## src/rtl/reg_wb_pkg.sv

```systemverilog
// Shared types for the register writeback stage: widths, the buffered MEM entry,
// and the scoreboard lookup helper.
package reg_wb_pkg;
   localparam int XLEN   = 32;
   localparam int REG_AW = 5;
   localparam int NREGS  = 1 << REG_AW;

   typedef struct packed {
      logic [REG_AW-1:0] rd;
      logic [XLEN-1:0]   data;
   } wb_entry_t;

   // x0 is never pending, whatever the scoreboard holds
   function automatic logic reg_busy(input logic [NREGS-1:0] p, input logic [REG_AW-1:0] r);
      return (r != '0) && p[r];
   endfunction
endpackage

```

## src/rtl/wb_fifo.sv

```systemverilog
// Small in-order buffer for memory-path results; no pass-through, so a push into
// an empty buffer is visible at the head one cycle later.
module wb_fifo
   import reg_wb_pkg::*;
#(
   parameter int  FIFO_DEPTH = 2,
   parameter type T          = wb_entry_t
) (
   input  logic CLK,
   input  logic RST,
   input  logic push,
   input  T     din,
   input  logic pop,
   output T     dout,
   output logic full,
   output logic empty
);
   localparam int AW = (FIFO_DEPTH > 1) ? $clog2(FIFO_DEPTH) : 1;
   localparam int CW = AW + 1;

   T              mem [FIFO_DEPTH];
   logic [AW-1:0] wptr, rptr;
   logic [CW-1:0] count;
   logic          do_push, do_pop;

   assign full    = (count == CW'(FIFO_DEPTH));
   assign empty   = (count == '0);
   assign do_push = push & ~full;
   assign do_pop  = pop & ~empty;
   assign dout    = mem[rptr];

   // power-of-two depth lets the pointers wrap by plain overflow
   always_ff @(posedge CLK) begin
      if (RST) begin
         wptr  <= '0;
         rptr  <= '0;
         count <= '0;
      end else begin
         if (do_push) wptr <= wptr + 1'b1;
         if (do_pop)  rptr <= rptr + 1'b1;
         case ({do_push, do_pop})
            2'b10:   count <= count + 1'b1;
            2'b01:   count <= count - 1'b1;
            default: count <= count;
         endcase
      end
   end

   always_ff @(posedge CLK) begin
      if (do_push) mem[wptr] <= din;
   end
endmodule

```

## src/rtl/reg_writeback.sv

```systemverilog
// Register-file writeback arbiter: ALU results win, MEM results queue in wb_fifo,
// and a pending scoreboard stalls issue on outstanding long-latency rds.
// Define WB_BYPASS_EN to add FWD_* outputs and clear pending on the select edge.
module reg_writeback
   import reg_wb_pkg::*;
#(
   parameter int FIFO_DEPTH = 2
) (
   input  logic              CLK,
   input  logic              RST,
   input  logic              ALU_V,
   input  logic [REG_AW-1:0] ALU_RD,
   input  logic [XLEN-1:0]   ALU_D,
   input  logic              MEM_V,
   input  logic [REG_AW-1:0] MEM_RD,
   input  logic [XLEN-1:0]   MEM_D,
   output logic              MEM_RDY,
   input  logic              ISS_V,
   input  logic              ISS_LONG,
   input  logic [REG_AW-1:0] ISS_RD,
   input  logic [REG_AW-1:0] ISS_RS1,
   input  logic [REG_AW-1:0] ISS_RS2,
   output logic              STALL,
   output logic              RF_WE,
   output logic [REG_AW-1:0] RF_AW,
   output logic [XLEN-1:0]   RF_D
`ifdef WB_BYPASS_EN
   ,
   output logic              FWD_V,
   output logic [REG_AW-1:0] FWD_RD,
   output logic [XLEN-1:0]   FWD_D
`endif
);
   wb_entry_t         head, mem_in;
   logic              full, empty, alu_sel, push, pop;
   logic [NREGS-1:0]  pending, set_m, clr_m;
   logic              clr_v;
   logic [REG_AW-1:0] clr_rd;

   assign alu_sel = ALU_V & (ALU_RD != '0);
   assign MEM_RDY = ~RST & ~full;
   assign push    = MEM_V & MEM_RDY & (MEM_RD != '0);
   assign pop     = ~RST & ~alu_sel & ~empty;
   assign mem_in  = '{rd: MEM_RD, data: MEM_D};

   wb_fifo #(.FIFO_DEPTH(FIFO_DEPTH), .T(wb_entry_t)) u_fifo (
      .CLK   (CLK),
      .RST   (RST),
      .push  (push),
      .din   (mem_in),
      .pop   (pop),
      .dout  (head),
      .full  (full),
      .empty (empty)
   );

   assign STALL = ~RST & ISS_V &
                  (reg_busy(pending, ISS_RS1) | reg_busy(pending, ISS_RS2) |
                   reg_busy(pending, ISS_RD));

`ifdef WB_BYPASS_EN
   // forwarding covers the consumer, so the bit can drop as the entry is selected
   assign clr_v  = pop;
   assign clr_rd = head.rd;
   assign FWD_V  = RF_WE;
   assign FWD_RD = RF_AW;
   assign FWD_D  = RF_D;
`else
   // hold the bit one edge past RF_WE so the registered RF read sees the new value
   always_ff @(posedge CLK) begin
      if (RST) begin
         clr_v  <= 1'b0;
         clr_rd <= '0;
      end else begin
         clr_v  <= pop;
         clr_rd <= head.rd;
      end
   end
`endif

   assign clr_m = NREGS'(clr_v) << clr_rd;
   assign set_m = NREGS'(ISS_V & ISS_LONG & ~STALL & (ISS_RD != '0)) << ISS_RD;

   always_ff @(posedge CLK) begin
      if (RST) pending <= '0;
      else     pending <= ((pending & ~clr_m) | set_m) & {{(NREGS-1){1'b1}}, 1'b0};
   end

   always_ff @(posedge CLK) begin
      if (RST) begin
         RF_WE <= 1'b0;
         RF_AW <= '0;
         RF_D  <= '0;
      end else begin
         RF_WE <= alu_sel | pop;
         if (alu_sel) begin
            RF_AW <= ALU_RD;
            RF_D  <= ALU_D;
         end else if (pop) begin
            RF_AW <= head.rd;
            RF_D  <= head.data;
         end else begin
            RF_AW <= '0;
            RF_D  <= '0;
         end
      end
   end
endmodule

```

## config.mk

```make
export PLATFORM = sky130hd
export DESIGN_NAME = reg_writeback
export DESIGN_NICKNAME = d
export VERILOG_FILES = /design/src/rtl/reg_wb_pkg.sv /design/src/rtl/wb_fifo.sv /design/src/rtl/reg_writeback.sv
export SDC_FILE = /design/constraint.sdc
export NUM_CORES = 1
export LEC_CHECK = 0
export CAP_MARGIN = 5
export CORE_ASPECT_RATIO = 1.1
export CORE_MARGIN = 2
export CORE_UTILIZATION = 45
export CTS_CLUSTER_SIZE = 40
export DETAILED_ROUTE_END_ITERATION = 8
export PLACE_DENSITY_LB_ADDON = 0.25
export SLEW_MARGIN = 20
export SYNTH_ARGS = -nofsm -noshare
export SYNTH_HDL_FRONTEND = slang
export SYNTH_SLANG_ARGS = --single-unit
```

## constraint.sdc

```tcl
create_clock -name CLK -period 3.4 [get_ports CLK]
set_input_delay 0.68 -clock CLK [delete_from_list [all_inputs] [get_ports CLK]]
set_output_delay 0.68 -clock CLK [all_outputs]
set_load 0.02 [all_outputs]
```

==> metrics.txt, run 1 <==
# TYPE chip_impl_metric gauge
chip_impl_metric{name="totalPowerFinal",unit="mW"} 4.30
chip_impl_metric{name="clk_transition_reported_paths",unit="ns"} 0.06
chip_impl_metric{name="seq_area_frac_synth",unit="%"} 59.8
chip_impl_metric{name="largest_net_degree_at_the_start_of_global_routing",unit=""} 38
chip_impl_metric{name="port_buffers",unit=""} 134
chip_impl_metric{name="clock_latency",unit="ns"} 0.41
chip_impl_metric{name="setup_viol_count_final",unit=""} 0
chip_impl_metric{name="slowest_delay",unit="ns"} 0.59
chip_impl_metric{name="worst_ir_drop_vdd",unit="V"} 0.000351
chip_impl_metric{name="final.period_utilization",unit="%"} 98.1
chip_impl_metric{name="yosys_register_bits",unit=""} 154
chip_impl_metric{name="timing.final.max_slew_violations",unit=""} 0
chip_impl_info{name="worst_hold_path_type",value="flop to flop"} 1
chip_impl_metric{name="critical_path.n_buffers_inverters",unit=""} 2
chip_impl_metric{name="netlist.area_leader.share",unit="%"} 34.7
chip_impl_metric{name="timing.final.crit_period",unit="ns"} 3.34
chip_impl_metric{name="initial_core_util",unit="%"} 46.2
chip_impl_info{name="status",value="finished clean"} 1
chip_impl_metric{name="arrival",unit="ns"} 2.66
chip_impl_metric{name="cts_num_sinks",unit=""} 154
chip_impl_metric{name="synth_edf_count",unit=""} 74
chip_impl_info{name="crit_chain",value="clkdlybuf4s50_1, mux4_2, nand4b_1, nand4_1, o41a_1, or2_4, buf_6"} 1
chip_impl_metric{name="sequential_cell_area",unit="um^2"} 3820
chip_impl_metric{name="avgRoutedWirePerCell",unit="um"} 18.0
chip_impl_metric{name="yosysUniqueCellTypes",unit=""} 40
chip_impl_metric{name="mappedNetlistNets",unit=""} 633
chip_impl_metric{name="globalplace.congestion",unit=""} 0.874
chip_impl_metric{name="path_max_fanout",unit=""} 4
chip_impl_metric{name="post-route-drc-count",unit=""} 0
chip_impl_metric{name="place_ws",unit="ns"} -0.851
chip_impl_metric{name="fillers",unit=""} 1152
chip_impl_metric{name="fp.dieW",unit="um"} 118
chip_impl_metric{name="final-hold-violation-count",unit=""} 0
chip_impl_metric{name="antenna_cells",unit=""} 0
chip_impl_metric{name="post_synth.cell_area_avg",unit="um^2"} 11.9
chip_impl_metric{name="skew",unit="ns"} 0.00979
chip_impl_info{name="grt_setup_unrepaired",value="false"} 1
chip_impl_metric{name="num_vias",unit=""} 4879
chip_impl_metric{name="final_layout_net_count",unit=""} 790
chip_impl_metric{name="synth.yosys.warnings",unit=""} 0
chip_impl_metric{name="vias_per_cell",unit=""} 5.45
chip_impl_info{name="cell_type_contributing_the_most_total_cell_area_after_synthesis",value="edfxtp_1"} 1
chip_impl_metric{name="row_count",unit=""} 45
chip_impl_metric{name="timing.final.ws_setup",unit="ns"} 0.0642
chip_impl_metric{name="global_route.overflow_total",unit=""} 0
chip_impl_info{name="worstSetupEndpointType",value="primary output"} 1
chip_impl_metric{name="power_leakage",unit="nW"} 2.99
chip_impl_metric{name="wire_length_of_the_first_global_routing_pass",unit="um"} 25500
chip_impl_metric{name="worstMarginPinSlew",unit="ns"} 0.848
chip_impl_metric{name="floorplan.core_area",unit="um^2"} 13900
chip_impl_metric{name="io_pins",unit=""} 135
chip_impl_metric{name="async_reset_ff_share",unit="%"} 0
chip_impl_info{name="critPathLaunchType",value="input pin"} 1
chip_impl_metric{name="cts_hold_repair.buffers",unit=""} 0
chip_impl_metric{name="cts_made_buffers",unit=""} 17
chip_impl_metric{name="antenna_found_initial",unit=""} 0
chip_impl_info{name="synthFlopType",value="dfxtp_1"} 1
chip_impl_metric{name="relative_slew_slack",unit="%"} 43.4
chip_impl_info{name="netlist_top_cells_area",value="edfxtp_1 35%, dfxtp_1 25%, mux2i_1 7.4%, mux4_2 7.0%, nand3_1 4.1%"} 1
chip_impl_metric{name="multiInputGateArea",unit="um^2"} 2440
chip_impl_metric{name="die-area",unit="um^2"} 15200
chip_impl_info{name="synth_cell_count_leaders",value="80 x dfxtp_1, 74 x edfxtp_1, 53 x nand3_1, 49 x nand2_1, 47 x mux2i_1"} 1
chip_impl_info{name="cts_root_buf",value="clkbuf_16"} 1
chip_impl_metric{name="grtUsageTotal",unit="%"} 21.5
chip_impl_metric{name="vias_in_the_first_global_route",unit=""} 5219
chip_impl_metric{name="route.final.wire_length",unit="um"} 16100
chip_impl_info{name="crit_family",value="buffers and inverters"} 1
chip_impl_metric{name="drv_cap",unit=""} 0
chip_impl_metric{name="share_of_layout_cells_above_drive_strength_1",unit="%"} 14.7
chip_impl_metric{name="areal_power_density_over_the_cells",unit="nW/um^2"} 493
chip_impl_metric{name="hpwlAfterDp",unit="um"} 11500
chip_impl_metric{name="detail_route.first_pass.iterations",unit=""} 4
chip_impl_metric{name="clock_tree.htree_level_count",unit=""} 4
chip_impl_info{name="worst-setup-path-type",value="input pin to primary output"} 1
chip_impl_info{name="tritoncts",value="built"} 1
chip_impl_metric{name="fmax",unit="GHz"} 0.300
chip_impl_metric{name="crit_required",unit="ns"} 2.72
chip_impl_metric{name="clock_tree.buffer_depth",unit=""} 2
chip_impl_metric{name="die_y_extent",unit="um"} 129
chip_impl_metric{name="cells_after_synthesis",unit=""} 537
chip_impl_metric{name="drt_first_iter_violations",unit=""} 258
chip_impl_info{name="post-synth-top-count-cell",value="dfxtp_1"} 1
chip_impl_metric{name="syn_to_final_growth",unit="%"} 36.4
chip_impl_info{name="critPathSlowestCell",value="clkdlybuf4s50_1"} 1
chip_impl_metric{name="mappedNetlistArea",unit="um^2"} 6400
chip_impl_metric{name="ant_nets",unit=""} 0
==> layout by cell type (no fill, tap or decap), types with 3 or more instances in the layout <==
| cell | Yosys | final |
|---|---|---|
| nor3b_1 | 5 | 5 |
| clkbuf_16 | 0 | 17 |
| mux4_2 | 20 | 20 |
| nand4b_1 | 4 | 4 |
| nor2_1 | 21 | 18 |
| buf_4 | 0 | 35 |
| buf_6 | 0 | 4 |
| inv_1 | 6 | 6 |
| or4_1 | 3 | 3 |
| mux2_2 | 3 | 3 |
| nand2b_1 | 6 | 6 |
| clkinv_4 | 0 | 4 |
| clkinvlp_4 | 0 | 3 |
| o211ai_1 | 14 | 14 |
| xnor2_1 | 3 | 3 |
| mux2i_1 | 47 | 47 |
| o21ai_0 | 34 | 34 |
| nand2_1 | 49 | 49 |
| edfxtp_1 | 74 | 74 |
| clkdlybuf4s50_1 | 0 | 126 |
| dlygate4sd2_1 | 0 | 3 |
| dfxtp_1 | 80 | 79 |
| nor3_1 | 6 | 6 |
| nor2b_1 | 9 | 9 |
| nand3_1 | 53 | 53 |
| a22o_1 | 5 | 5 |
| inv_6 | 0 | 4 |
| a21oi_1 | 6 | 6 |
| o21ai_1 | 31 | 31 |
| o311ai_0 | 4 | 4 |
==> stage by stage <==
| step | TNS (ns) | hold slack (ns) | util, % | instances | cell area, um^2 |
|---|---|---|---|---|---|
| after floorplan | -11.14 | 0.470 | - | 537 | 6400 |
| after global placement | -0.776 | 0.485 | 58.8 | 859 | 8150 |
| after detailed placement | -0.851 | 0.503 | 58.8 | 859 | 8150 |
| after CTS | 0 | 0.518 | 63.0 | 895 | 8730 |
| after global routing | 0 | 0.537 | 63.0 | 895 | 8730 |
| final | 0 | 0.525 | 63.0 | 895 | 8730 |
==> layout make-up <==
cell class | instances | share of cell area, %
flip-flops and latches | 154 | 43.8
multi-input cells | 340 | 27.9
repair buffers | 174 | 19.1
clock buffers | 18 | 4.92
well taps | 188 | 2.70
clock inverters | 14 | 1.29
inverters | 7 | 0.301
==> report_power, final <==
group | internal [mW] | leakage (nW) | switching [mW]
logic | 0.264 | 1.40 | 0.245
registers | 2.03 | 1.33 | 0.0508
clock network | 0.947 | 0.257 | 0.761
total | 3.25 | 2.99 | 1.06
==> worst min-delay path: cells and delay by family, from the launching register on <==
kind / cells / cell delay (ns)
and+or+nand+nor: 1 / 0.08
DFF: 1 / 0.34
AOI/OAI and AO/OA: 1 / 0.06
==> cell families (layout without fill, tap and decap cells) <==
| family | Yosys count | count (layout) | synth area share [%] |
|---|---|---|---|
| simple gates | 163 | 163 | 12.4 |
| buf+inv | 43 | 213 | 2.66 |
| flops | 154 | 154 | 59.8 |
| mux | 70 | 70 | 14.9 |
| fa+ha+maj | 1 | 1 | 0.196 |
| xor+xnor | 4 | 4 | 0.548 |
| compound gates | 102 | 102 | 9.51 |
==> path summary, 6_finish.rpt <==
kind	from	end	slack, ns	cells after the start
max reg2reg	pending[29]	pending[31]	0.98	8
max	ISS_RS2[1]	STALL	0.06	7
min reg2reg	pending[20]	pending[20]	0.53	2
min	pending[20]	pending[20]	0.53	2
==> registers in the layout, indices dropped and copies added (netlist names), named ones only <==
name	flops
RF_D	32
u_fifo.count	2
RF_WE	1
u_fifo.rptr	1
pending	31
clr_v	1
RF_AW	5
u_fifo.wptr	1
u_fifo.mem	74
clr_rd	5
==> layer usage <==
layer / vias up / track usage, % / wire (um)
met1: 2338 / 23.7 / 6280
li1: 2323 / - / -
met4: 0 / 10.3 / 409
met2: 190 / 38.4 / 8210
met5: - / 0 / 0
met3: 28 / 6.51 / 1210
==> repair_timing <==
action,4_1_cts,5_1_grt
resized for setup,24,2
buffers inserted,4,0
pin swaps,5,0
setup endpoints to repair,1,1
No activity file was read; power rests on OpenSTA's default activity.
==> run 2: changes to the inputs <==
CORE_UTILIZATION = 25   (was 45)
==> metrics.txt, run 2 (synthesis results as in run 1) <==
# TYPE chip_impl_metric gauge
chip_impl_info{name="status",value="finished clean"} 1
chip_impl_metric{name="global_route.overflow_total",unit=""} 0
chip_impl_info{name="tritoncts",value="built"} 1
chip_impl_metric{name="r2r.worst_path.cells",unit=""} 9
chip_impl_metric{name="arrival",unit="ns"} 2.65
chip_impl_metric{name="io_pins",unit=""} 135
chip_impl_metric{name="initial_core_util",unit="%"} 25.4
chip_impl_metric{name="detail_route.first_pass.iterations",unit=""} 4
chip_impl_metric{name="areal_power_density_over_the_cells",unit="nW/um^2"} 502
chip_impl_info{name="critPathLaunchType",value="input pin"} 1
chip_impl_metric{name="route.final.wire_length",unit="um"} 17800
chip_impl_info{name="worstSetupEndpoint",value="STALL"} 1
chip_impl_metric{name="place_ws",unit="ns"} -0.814
chip_impl_metric{name="final.period_utilization",unit="%"} 98.1
chip_impl_metric{name="timing.final.ws_setup",unit="ns"} 0.0660
chip_impl_metric{name="cts_num_sinks",unit=""} 154
chip_impl_info{name="cts_root_buf",value="clkbuf_16"} 1
chip_impl_metric{name="grtUsageTotal",unit="%"} 13.5
chip_impl_info{name="most_common_cell_after_layout_fill_and_taps_aside",value="clkdlybuf4s50_1"} 1
chip_impl_metric{name="syn_to_final_growth",unit="%"} 41.5
chip_impl_metric{name="avgRoutedWirePerCell",unit="um"} 17.3
chip_impl_info{name="mostFrequentLayoutCells",value="127 x clkdlybuf4s50_1, 79 x dfxtp_1, 74 x edfxtp_1"} 1
chip_impl_metric{name="num_vias",unit=""} 4955
chip_impl_metric{name="power_leakage",unit="nW"} 3.08
chip_impl_metric{name="port_buffers",unit=""} 134
chip_impl_metric{name="fmax",unit="GHz"} 0.300
chip_impl_metric{name="critical_path.n_buffers_inverters",unit=""} 3
chip_impl_metric{name="timing.final.max_slew_violations",unit=""} 0
chip_impl_metric{name="ant_nets",unit=""} 0
chip_impl_info{name="worst-setup-path-type",value="input pin to primary output"} 1
chip_impl_metric{name="final-hold-violation-count",unit=""} 0
chip_impl_metric{name="fp.dieW",unit="um"} 157
chip_impl_metric{name="slowest_delay",unit="ns"} 0.50
chip_impl_metric{name="globalplace.congestion",unit=""} 0.856
chip_impl_metric{name="setup-tns-final",unit="ns"} 0
chip_impl_info{name="max_flop_register",value="u_fifo.mem"} 1
chip_impl_info{name="grt_setup_unrepaired",value="false"} 1
chip_impl_info{name="crit_start",value="ISS_RS2[0]"} 1
chip_impl_metric{name="row_count",unit=""} 61
chip_impl_metric{name="floorplan.core_area",unit="um^2"} 25200
chip_impl_metric{name="relative_slew_slack",unit="%"} 47.6
chip_impl_metric{name="vias_per_cell",unit=""} 4.81
chip_impl_metric{name="antenna_found_initial",unit=""} 2
chip_impl_metric{name="wire_length_of_the_first_global_routing_pass",unit="um"} 27700
chip_impl_metric{name="crit_cells",unit=""} 9
chip_impl_metric{name="timing.final.crit_period",unit="ns"} 3.33
chip_impl_metric{name="ff_to_ff_setup_slack",unit="ns"} 0.93
chip_impl_metric{name="die-area",unit="um^2"} 26900
chip_impl_metric{name="post-route-drc-count",unit=""} 0
chip_impl_metric{name="cts_made_buffers",unit=""} 17
chip_impl_metric{name="fillers",unit=""} 2461
chip_impl_metric{name="clock_latency",unit="ns"} 0.41
chip_impl_info{name="top_regs",value="u_fifo.mem: 74 flops, RF_D: 32 flops, pending: 31 flops"} 1
chip_impl_info{name="crit_family",value="multiplexers"} 1
chip_impl_metric{name="final_layout_net_count",unit=""} 797
chip_impl_metric{name="worstMarginPinSlew",unit="ns"} 0.784
chip_impl_metric{name="layoutNonFillerInstCount",unit=""} 1030
chip_impl_metric{name="vias_in_the_first_global_route",unit=""} 5063
chip_impl_metric{name="largest_reg_flops",unit=""} 74
chip_impl_info{name="worstSetupEndpointType",value="primary output"} 1
chip_impl_metric{name="clock_tree.htree_level_count",unit=""} 4
chip_impl_metric{name="share_of_layout_cells_above_drive_strength_1",unit="%"} 15.8
chip_impl_metric{name="clk_transition_reported_paths",unit="ns"} 0.06
chip_impl_metric{name="clock_tree.buffer_depth",unit=""} 2
chip_impl_metric{name="drv_cap",unit=""} 0
chip_impl_info{name="critical_path.reg2reg.endpoint",value="pending[31]"} 1
chip_impl_info{name="worst_path_most_repeated_cell",value="buf_6"} 1
chip_impl_metric{name="cts_hold_repair.buffers",unit=""} 0
chip_impl_metric{name="drt_first_iter_violations",unit=""} 335
chip_impl_info{name="worstReg2RegStart",value="pending[7]"} 1
chip_impl_metric{name="whs",unit="ns"} 0.514
chip_impl_metric{name="worst_ir_drop_vdd",unit="V"} 0.000292
chip_impl_metric{name="placed_cells_incl_taps",unit=""} 992
chip_impl_metric{name="path_max_fanout",unit=""} 6
chip_impl_metric{name="largest_net_degree_at_the_start_of_global_routing",unit=""} 34
chip_impl_metric{name="hpwlAfterDp",unit="um"} 13400
chip_impl_metric{name="setup_viol_count_final",unit=""} 0
chip_impl_metric{name="crit_required",unit="ns"} 2.72
chip_impl_info{name="critPathSlowestCell",value="mux4_2"} 1
chip_impl_info{name="crit_chain",value="clkbuf_2, buf_6, mux4_2, mux2_4, nand3b_1, o211ai_1, o41a_1, or2_4, buf_6"} 1
chip_impl_metric{name="skew",unit="ns"} 0.00943
chip_impl_metric{name="die_y_extent",unit="um"} 172
chip_impl_info{name="worst_hold_path_type",value="flop to flop"} 1
run 2: metrics by stage:
| stage | total power [mW] | util, % | area, um^2 |
|---|---|---|---|
| floorplan | 2.34 | - | 6400 |
| global placement | 2.63 | 33.1 | 8330 |
| detailed placement | 2.64 | 33.2 | 8370 |
| CTS | 4.60 | 35.9 | 9040 |
| global route | 4.72 | 35.9 | 9050 |
| finish | 4.55 | 36.0 | 9050 |
run 2: final cells by class:
class | count | area, um^2 | share of cell area [%]
sequential | 154 | 3820 | 42.2
multi-input combinational | 340 | 2450 | 27.0
timing repair buffer | 181 | 1750 | 19.3
clock buffer | 18 | 429 | 4.74
tap | 315 | 394 | 4.35
clock inverter | 14 | 184 | 2.03
inverter | 7 | 26.3 | 0.290
antenna | 1 | 2.50 | 0.0276
run 2: metal layers:
| layer | wire length [um] | global-route usage, % | share of wire, % | vias to the layer above |
|---|---|---|---|---|
| li1 | - | - | - | 2343 |
| met1 | 7770 | 16.8 | 44 | 2361 |
| met2 | 8310 | 21.7 | 47 | 219 |
| met3 | 1340 | 4.59 | 7.5 | 30 |
| met4 | 414 | 5.27 | 2.3 | 2 |
| met5 | 13 | 0 | 0.073 | - |
run 2: worst register-to-register path, cell delays in order, from the launching register on:
cell	delay [ns]
dfxtp_1	0.34
mux4_2	0.47
mux2_4	0.28
nand3b_1	0.08
o211ai_1	0.10
o41a_1	0.45
buf_4	0.14
buf_4	0.12
buf_4	0.23
o21ai_0	0.20
run 2: how the worst min path moves through the flow:
stage                                  from              end  depth (start not counted)
after floorplan                 pending[18]      pending[18]                          2
after global placement      u_fifo.count[1]  u_fifo.count[1]                          2
after detailed placement        u_fifo.rptr      u_fifo.rptr                          2
after CTS                   u_fifo.count[1]  u_fifo.count[1]                          2
after global routing      u_fifo.mem[0][30]         RF_D[30]                          2
final                           u_fifo.rptr             flop                          2
run 2: report_power, final:
part | internal (mW) | switching (mW) | total [mW] | leakage (nW)
combinational | 0.271 | 0.250 | 0.521 | 1.45
sequential | 2.03 | 0.0502 | 2.08 | 1.33
clock | 1.17 | 0.768 | 1.94 | 0.303
run 2: repair_timing:
item | 4_1_cts | 5_1_grt
setup endpoints to repair | 1 | 1
setup buffers | 1 | 3
resized for setup | 22 | 3
cloned | 1 | 0
pin swaps | 6 | 3
hold endpoints to repair | 0 | 0
